$ cat config.mk
export PLATFORM = sky130hd
export DESIGN_NAME = instr_fetch_unit_flat
export DESIGN_NICKNAME = d
export VERILOG_FILES = /design/src/rtl/instr_fetch_unit_if.sv /design/src/rtl/instr_fetch_unit.sv /design/src/flat_wrapper.sv
export SDC_FILE = /design/constraint.sdc
export NUM_CORES = 1
export LEC_CHECK = 0
export CAP_MARGIN = 20
export CORE_MARGIN = 3
export CORE_UTILIZATION = 55
export CTS_CLUSTER_DIAMETER = 200
export DETAILED_ROUTE_END_ITERATION = 7
export PLACE_DENSITY = 0.87
export SLEW_MARGIN = 5
export SYNTH_ARGS = -nofsm -noshare
export SYNTH_HDL_FRONTEND = slang
export SYNTH_SLANG_ARGS = --single-unit
$ cat constraint.sdc
create_clock -name clk -period 7.7 [get_ports clk]
set_input_delay 2.31 -clock clk [delete_from_list [all_inputs] [get_ports clk]]
set_output_delay 2.31 -clock clk [all_outputs]
set_load 0.03 [all_outputs]
$ cat src/rtl/instr_fetch_unit_if.sv
// instr_fetch_unit_if
// Bundles the signals that connect the instruction fetch unit to the
// instruction memory, the control FSM that consumes instructions, and the
// fetch control inputs.
//   master modport : the fetch unit side
//   slave modport  : the environment side (memory + control FSM)
// Signals:
//   en                    fetch enable
//   imem_req/imem_addr    read request and address toward instruction memory
//   imem_rdata/rvalid     in-order read response
//   instr_valid/ready     head-of-FIFO handshake toward the control FSM
//   instr/instr_pc        head instruction and its address
//   redirect/redirect_pc  load a new PC and flush
//   halt_req/halted       stop fetching / halt status
interface instr_fetch_unit_if #(
  parameter int ADDR_W = 8,
  parameter int DATA_W = 8
);
  logic              en;
  logic              imem_req;
  logic [ADDR_W-1:0] imem_addr;
  logic [DATA_W-1:0] imem_rdata;
  logic              imem_rvalid;
  logic              instr_valid;
  logic              instr_ready;
  logic [DATA_W-1:0] instr;
  logic [ADDR_W-1:0] instr_pc;
  logic              redirect;
  logic [ADDR_W-1:0] redirect_pc;
  logic              halt_req;
  logic              halted;

  modport master (
    input  en, imem_rdata, imem_rvalid, instr_ready, redirect, redirect_pc, halt_req,
    output imem_req, imem_addr, instr_valid, instr, instr_pc, halted
  );

  modport slave (
    output en, imem_rdata, imem_rvalid, instr_ready, redirect, redirect_pc, halt_req,
    input  imem_req, imem_addr, instr_valid, instr, instr_pc, halted
  );
endinterface

$ cat src/rtl/instr_fetch_unit.sv
// instr_fetch_unit
// Owns the program counter, issues in-order requests to a variable-latency
// instruction memory, buffers returned instructions in a small prefetch FIFO
// and hands them to the control FSM over a valid/ready handshake.
// Supports redirect (load PC + flush) and halt (stop fetching + flush).
// Ports:
//   clk  clock
//   rst  asynchronous active-high reset
//   bus  instr_fetch_unit_if master modport (memory, consumer and control)
module instr_fetch_unit #(
  parameter int ADDR_W = 8,
  parameter int DATA_W = 8,
  parameter int DEPTH  = 2
) (
  input logic              clk,
  input logic              rst,
  instr_fetch_unit_if.master bus
);
  localparam int CW = $clog2(DEPTH + 1);
  localparam int PW = $clog2(DEPTH);
  localparam int SW = CW + 2;

  typedef enum logic [1:0] {IDLE, RUN, HALT} state_t;

  state_t            state;
  state_t            state_next;
  logic [ADDR_W-1:0] pc;
  logic [CW-1:0]     count;
  logic [CW-1:0]     outstanding;
  logic [CW-1:0]     discard;
  logic [PW-1:0]     rd_ptr;
  logic [PW-1:0]     wr_ptr;
  logic [DATA_W-1:0] data_mem [DEPTH];
  logic [ADDR_W-1:0] addr_mem [DEPTH];

  logic              pop;
  logic              flush;
  logic              rsp_tracked;
  logic              rsp_keep;
  logic              req;
  logic [SW-1:0]     occupancy;
  logic [ADDR_W-1:0] rsp_addr;

  // Responses are only acted on when some request is tracked; discards are
  // always older than kept requests, so they are consumed first.
  assign pop         = (count != '0) & bus.instr_ready;
  assign flush       = bus.redirect | ((state == RUN) & bus.halt_req);
  assign rsp_tracked = bus.imem_rvalid & ((outstanding != '0) | (discard != '0));
  assign rsp_keep    = rsp_tracked & (discard == '0) & ~flush;
  assign occupancy   = SW'(count) + SW'(outstanding) + SW'(discard);
  assign req         = (state == RUN) & bus.en & ~bus.redirect & ~bus.halt_req
                       & (occupancy < SW'(DEPTH));

  // Kept requests are the most recent ones issued since the last flush and
  // were issued to consecutive addresses, so the oldest one is pc - outstanding.
  assign rsp_addr = pc - ADDR_W'(outstanding);

  assign bus.imem_req    = req;
  assign bus.imem_addr   = pc;
  assign bus.instr_valid = (count != '0);
  assign bus.instr       = data_mem[rd_ptr];
  assign bus.instr_pc    = addr_mem[rd_ptr];
  assign bus.halted      = (state == HALT);

  always_ff @(posedge clk or posedge rst) begin
    if (rst) state <= IDLE;
    else     state <= state_next;
  end

  // Redirect wins over halt_req and decides RUN/IDLE from en in every state.
  always_comb begin
    state_next = state;
    if (bus.redirect) begin
      state_next = bus.en ? RUN : IDLE;
    end else begin
      case (state)
        IDLE:    if (bus.en) state_next = RUN;
        RUN: begin
          if (bus.halt_req)  state_next = HALT;
          else if (!bus.en)  state_next = IDLE;
        end
        HALT:    state_next = HALT;
        default: state_next = IDLE;
      endcase
    end
  end

  // On a flush every in-flight request becomes a discard; a coincident
  // response consumes one of them immediately.
  always_ff @(posedge clk or posedge rst) begin
    if (rst) begin
      pc          <= '0;
      count       <= '0;
      outstanding <= '0;
      discard     <= '0;
      rd_ptr      <= '0;
      wr_ptr      <= '0;
    end else begin
      if (bus.redirect) pc <= bus.redirect_pc;
      else if (req)     pc <= pc + ADDR_W'(1);

      if (flush) begin
        outstanding <= '0;
        discard     <= discard + outstanding - CW'(rsp_tracked);
        count       <= '0;
        rd_ptr      <= '0;
        wr_ptr      <= '0;
      end else begin
        if (rsp_tracked && (discard != '0)) discard <= discard - CW'(1);
        outstanding <= outstanding + CW'(req) - CW'(rsp_keep);
        count       <= count + CW'(rsp_keep) - CW'(pop);
        if (pop)      rd_ptr <= rd_ptr + PW'(1);
        if (rsp_keep) wr_ptr <= wr_ptr + PW'(1);
      end
    end
  end

  // Storage is cleared on reset so the head outputs read zero.
  always_ff @(posedge clk or posedge rst) begin
    if (rst) begin
      for (int i = 0; i < DEPTH; i++) begin
        data_mem[i] <= '0;
        addr_mem[i] <= '0;
      end
    end else if (rsp_keep) begin
      data_mem[wr_ptr] <= bus.imem_rdata;
      addr_mem[wr_ptr] <= rsp_addr;
    end
  end

  rsp_orphan: assert property (@(posedge clk) disable iff (rst)
    bus.imem_rvalid |-> ((outstanding != '0) || (discard != '0)));

endmodule
$ cat src/flat_wrapper.sv
// flat-port wrapper written by rule: the top's interface ports become plain ports
module instr_fetch_unit_flat 
#(
  parameter int ADDR_W = 8,
  parameter int DATA_W = 8,
  parameter int DEPTH  = 2
)
  (clk, rst, bus_en, bus_imem_rdata, bus_imem_rvalid, bus_instr_ready, bus_redirect, bus_redirect_pc, bus_halt_req, bus_imem_req, bus_imem_addr, bus_instr_valid, bus_instr, bus_instr_pc, bus_halted);
  instr_fetch_unit_if #(.ADDR_W(ADDR_W), .DATA_W(DATA_W)) bus_i ();
  input logic clk;
  input logic rst;
  input wire logic [$bits(bus_i.en)-1:0] bus_en;
  input wire logic [$bits(bus_i.imem_rdata)-1:0] bus_imem_rdata;
  input wire logic [$bits(bus_i.imem_rvalid)-1:0] bus_imem_rvalid;
  input wire logic [$bits(bus_i.instr_ready)-1:0] bus_instr_ready;
  input wire logic [$bits(bus_i.redirect)-1:0] bus_redirect;
  input wire logic [$bits(bus_i.redirect_pc)-1:0] bus_redirect_pc;
  input wire logic [$bits(bus_i.halt_req)-1:0] bus_halt_req;
  output wire logic [$bits(bus_i.imem_req)-1:0] bus_imem_req;
  output wire logic [$bits(bus_i.imem_addr)-1:0] bus_imem_addr;
  output wire logic [$bits(bus_i.instr_valid)-1:0] bus_instr_valid;
  output wire logic [$bits(bus_i.instr)-1:0] bus_instr;
  output wire logic [$bits(bus_i.instr_pc)-1:0] bus_instr_pc;
  output wire logic [$bits(bus_i.halted)-1:0] bus_halted;
  assign bus_i.en = bus_en;
  assign bus_i.imem_rdata = bus_imem_rdata;
  assign bus_i.imem_rvalid = bus_imem_rvalid;
  assign bus_i.instr_ready = bus_instr_ready;
  assign bus_i.redirect = bus_redirect;
  assign bus_i.redirect_pc = bus_redirect_pc;
  assign bus_i.halt_req = bus_halt_req;
  assign bus_imem_req = bus_i.imem_req;
  assign bus_imem_addr = bus_i.imem_addr;
  assign bus_instr_valid = bus_i.instr_valid;
  assign bus_instr = bus_i.instr;
  assign bus_instr_pc = bus_i.instr_pc;
  assign bus_halted = bus_i.halted;
  instr_fetch_unit #(.ADDR_W(ADDR_W), .DATA_W(DATA_W), .DEPTH(DEPTH)) u_core (.clk(clk), .rst(rst), .bus(bus_i));
endmodule
---- Yosys cells after proc, flatten, opt, wreduce, memory -nomap -nowiden ----
Index checks and enable logic that the tools add are counted.
W data, S select, Z words.
word-level totals
  output and inout bits ................... 27
  logic and storage cells ................. 86
  register bits ........................... 50
  bits of input ports ..................... 23
operators by class
  bitwise logic cells ..................... 16
  magnitude comparators ................... 4
  mux-type cells .......................... 26
  add/subtract/negate cells ............... 13
  reductions and logical operators ........ 12
  equal/unequal tests ..................... 4
operators by type and width
  cell                   count
  $mux W8                9
  $bwmux W16             2
  $mux W2                8
  $reduce_bool A2 Y1     7
  $and A1 B1 Y1          9
  $add A8 B1 Y8 const B  1
  $demux W8 S1           1
  $sub A8 B2 Y8          1
  $pmux W2 S3            1
  $sub A2 B1 Y2          3
  $mux W1                5
  $add A2 B1 Y2          2
  $add A4 B2 Y4          1
  $ge A2 B2 Y1 const B   2
  $logic_not A2 Y1       2
  $lt A4 B2 Y1 const B   1
  $ne A4 B4 Y1 const B   1
  $not A1 Y2             2
  $add A2 B2 Y3          1
  $ne A3 B3 Y1 const B   1
  $not A1 Y1             3
  $add A1 B1 Y1 const B  2
  $add A2 B2 Y2          1
  $eq A2 B1 Y1 const B   1
  6 further kinds        8

---- Depth between registers and ports, before layout ----
  depth after elaboration ................. 8
  mapped depth ............................ 16
  gate-level depth less buffers ........... 14

---- Worst setup path after synthesis ----
Ideal clock, no wire load.
  path kind ............................... input port to output port
  from .................................... input bus_redirect
  to ...................................... output bus_imem_req
  cell stages on the path ................. 4
  setup slack ............................. 2.155 ns
  data arrival time ....................... 3.235 ns
  buffers on the path ..................... 1
  required time ........................... 5.390 ns
  cell sequence ........................... nand4bb_1 nor3b_4 and2_1 buf_6
between the ends
  longest elaborated chain between the ends .. 4
ends and longest elaborated chain
  item                        line                    RTL
  start: declaration          flat_wrapper.sv:16      input wire logic [$bits(bus_i.redirect)-1:0] bus_redirect;
  $not A1 Y1                  instr_fetch_unit.sv:51  assign req = (state == RUN) & bus.en & ~bus.redirect & ~bus.halt_req
  $and A1 B1 Y1 (2 in a row)  instr_fetch_unit.sv:51
  $and A1 B1 Y1               instr_fetch_unit.sv:52  & (occupancy < SW'(DEPTH));
  end: declaration            flat_wrapper.sv:19      output wire logic [$bits(bus_i.imem_req)-1:0] bus_imem_req;
No other way between the ends.

---- Final worst setup path ----
Same ends and word-level chain as after synthesis.

==> run_results.csv <==
group,metric,value,unit
clocking,root_buffer,"clkbuf_8",
grt,grt_usage,0.2032,
setup_path,cp.required,5.39,ns
power,clkPwrFrac,0.278,
placed_design,gp_congestion,0.8176,
detailed_routing,routed-via-count,2034,
sta,finalMaxSlewViolations,0,
synthesis,ys_top_cells_by_area,"dfrtp_1 44%, mux2_2 16%, ha_1 5.3%, o311ai_2 3.4%, xnor2_1 3.4%",
power,switchingPower,0.0002037,W
sta,finalSetupViolations,0,
final_layout,drive_gt1_frac,0.2244,
clocking,clk_pin_slew,0.09,ns
floorplanning,rows,25,
sta,tns,0,ns
synthesis,syn_area,2854,um^2
clocking,cts_tree,"built",
placed_design,io_buffers,49,
clocking,cts_resized,0,
synthesis,yosysTopAreaCell,"dfrtp_1",
synthesis,ys_types,39,
clocking,h-tree-depth,2,
floorplanning,die_x,78.04,um
setup_path,setup.worst_path.start_class,"input port",
synthesis,synth_nets,291,
sta,slew_headroom,0.4684,
synthesis,ys_top_cells_by_count,"50 x dfrtp_1, 40 x mux2_2, 22 x nor2_1",
power,leakage,1.612,nW
clocking,cts_setup_buffers,0,
sta,timing.hold.ws,0.5114,ns
grt,antenna_found_initial,0,
clocking,clock_path_buffers,2,
placed_design,hpwlAfterDp,4019,um
sta,rsz0062_at_grt,"false",
detailed_routing,ant_nets,0,
synthesis,ys_ff_latch,50,
detailed_routing,drt-pass1-iter-count,4,
sta,layout_setup_ws,1.105,ns
grt,grt_pass1_vias,2160,
power,pwr-share-comb,0.268,
final_layout,area_growth,23.98,%
placed_design,postPlaceCellArea,3397,um^2
grt,grt_pass1_wl,9970,um
setup_path,crit_path_end_kind,"output port",
detailed_routing,via_per_inst,5.497,
power,p_per_area,188.2,nW/um^2
final_layout,nets,340,
setup_path,worst-setup-path-type,"in2out",
setup_path,critPathArrivalTime,4.28,ns
synthesis,synthFlopType,"dfrtp_1",
floorplanning,coreArea,4880,um^2
sta,clock.fmax,0.1516,GHz
grt,grt.overflow.total,0,
setup_path,critPathMaxFanout,10,
floorplanning,start_util,0.5849,
sta,finalCriticalPeriod,6.595,ns
sta,worstMarginPinSlew,0.7975,ns
power,ir_worst_vdd,0.1244,mV
synthesis,syn_inst,253,
grt,grt_max_degree,51,
clocking,clock_sinks,50,
power,netSwitchingFraction,0.3059,
synthesis,seq_area_frac_synth,0.4384,
status,outcome,"finished clean",
placed_design,pre_cts_slack,1.117,ns
clocking,clock_latency,0.30,ns
detailed_routing,remaining_drc_errors,0,
sta,final_hold_viol_count,0,
detailed_routing,drtIter0Drc,74,
synthesis,async_reset_ff_frac,1.000,
flow_run,drv_cap,0,
clocking,cts_made_buffers,5,
synthesis,synth_top_area_share,0.4384,
min_path,hp-class,"reg2reg",
floorplanning,fp.dieH,78.04,um
clocking,hold_buffers,0,
synthesis,synth_edf_count,0,
floorplanning,pin_count,50,
final_layout,finalInstanceArea,3538,um^2
synthesis,yosysMostFrequentCell,"dfrtp_1",
final_layout,antenna_cells,0,
detailed_routing,routedWlPerCell,15.72,um
power,p_int,0.0004622,W
floorplanning,dieArea,6089,um^2
sta,fin_crit_sh,0.8565,
placed_design,dp.cells,360,
synthesis,yosys_warnings,0,
final_layout,stdcell_count,370,
detailed_routing,wl,5818,um
power,seqPwrFrac,0.455,
synthesis,syn_area_per_cell,11.28,um^2
sta,skew,0.006605,ns
[metrics by stage]
step / total power [W] / util
detailed placement: 0.0004855 / 0.6962
finish: 0.0006659 / 0.7251
CTS: 0.0006692 / 0.7187
floorplan: 0.0004233 / -
global placement: 0.0004773 / 0.6962
global route: 0.0006994 / 0.7251
[worst paths after layout]
kind | start | to | slack [ns] | cells past startpoint
max reg2reg | u_core.outstanding[0] | u_core.outstanding[1] | 3.87 | 15
max | bus_redirect | bus_imem_req | 1.11 | 5
min reg2reg | u_core.addr_mem[11] | u_core.addr_mem[11] | 0.51 | 1
min | u_core.addr_mem[11] | u_core.addr_mem[11] | 0.51 | 1
min in group asynchronous | rst | u_core.data_mem[12] | 2.27 | 2
max in group asynchronous | rst | u_core.addr_mem[4] | 4.94 | 3
[area by class of cell]
class / count / area, um^2
clock inverter: 2 / 37.54
timing repair buffer: 54 / 544.3
inverter: 19 / 71.32
sequential: 50 / 1251
fill: 354 / 1341
tap: 67 / 83.83
multi-input combinational: 172 / 1478
clock buffer: 6 / 72.57
[per-layer routing]
metal	share of wire	vias to the layer above	track usage	routed length [um]
li1	-	972	-	-
met1	0.43	1017	0.2411	2485
met2	0.53	35	0.3793	3080
met3	0.027	10	0.03096	158
met4	0.016	0	0.05769	93
met5	0	-	0	0
[registers in the layout, indices dropped and copies added (netlist names)]
signal and count:
u_core.addr_mem 16, u_core.bus.imem_addr 8, u_core.count 2, u_core.data_mem 16, u_core.discard 2, u_core.outstanding 2
u_core.rd_ptr 1, u_core.state 2, u_core.wr_ptr 1
[logic make-up after synthesis]
group	synth area share
AOI/OAI and AO/OA	0.09864
muxes	0.1578
DFF	0.4384
and+or+nand+nor	0.1333
adders and majority gates	0.07365
buffers and inverters	0.04910
xor gates and xnor gates	0.04910
[power by group through the flow]
stage / Sequential, W / Combinational, W / Clock, W
after floorplan: 0.000311 / 0.000113 / 0
after global placement: 0.000306 / 0.000171 / 0
after detailed placement: 0.000307 / 0.000178 / 0
after CTS: 0.000303 / 0.000179 / 0.000187
after global routing: 0.000306 / 0.000197 / 0.000197
final: 0.000303 / 0.000178 / 0.000185
[cells in the final DEF, fill, tap and decap left out, types with 4 or more instances in the layout]
master,n
o211ai_1,7
clkbuf_8,5
dfrtp_1,50
xor2_1,5
mux2_2,40
nand3_1,4
xnor2_1,11
nand2_1,13
ha_1,12
a21oi_1,10
inv_1,18
clkdlybuf4s50_1,49
and2_1,6
nor2_1,22
o311ai_2,6
nor2b_1,5
[critical path, cell delays in order]
cell,delay (ns)
clkdlybuf4s50_1,0.41
nand4bb_1,0.24
nor3b_4,0.43
and2_1,0.21
clkdlybuf4s50_1,0.67
Power figures use the tool's default switching activity.
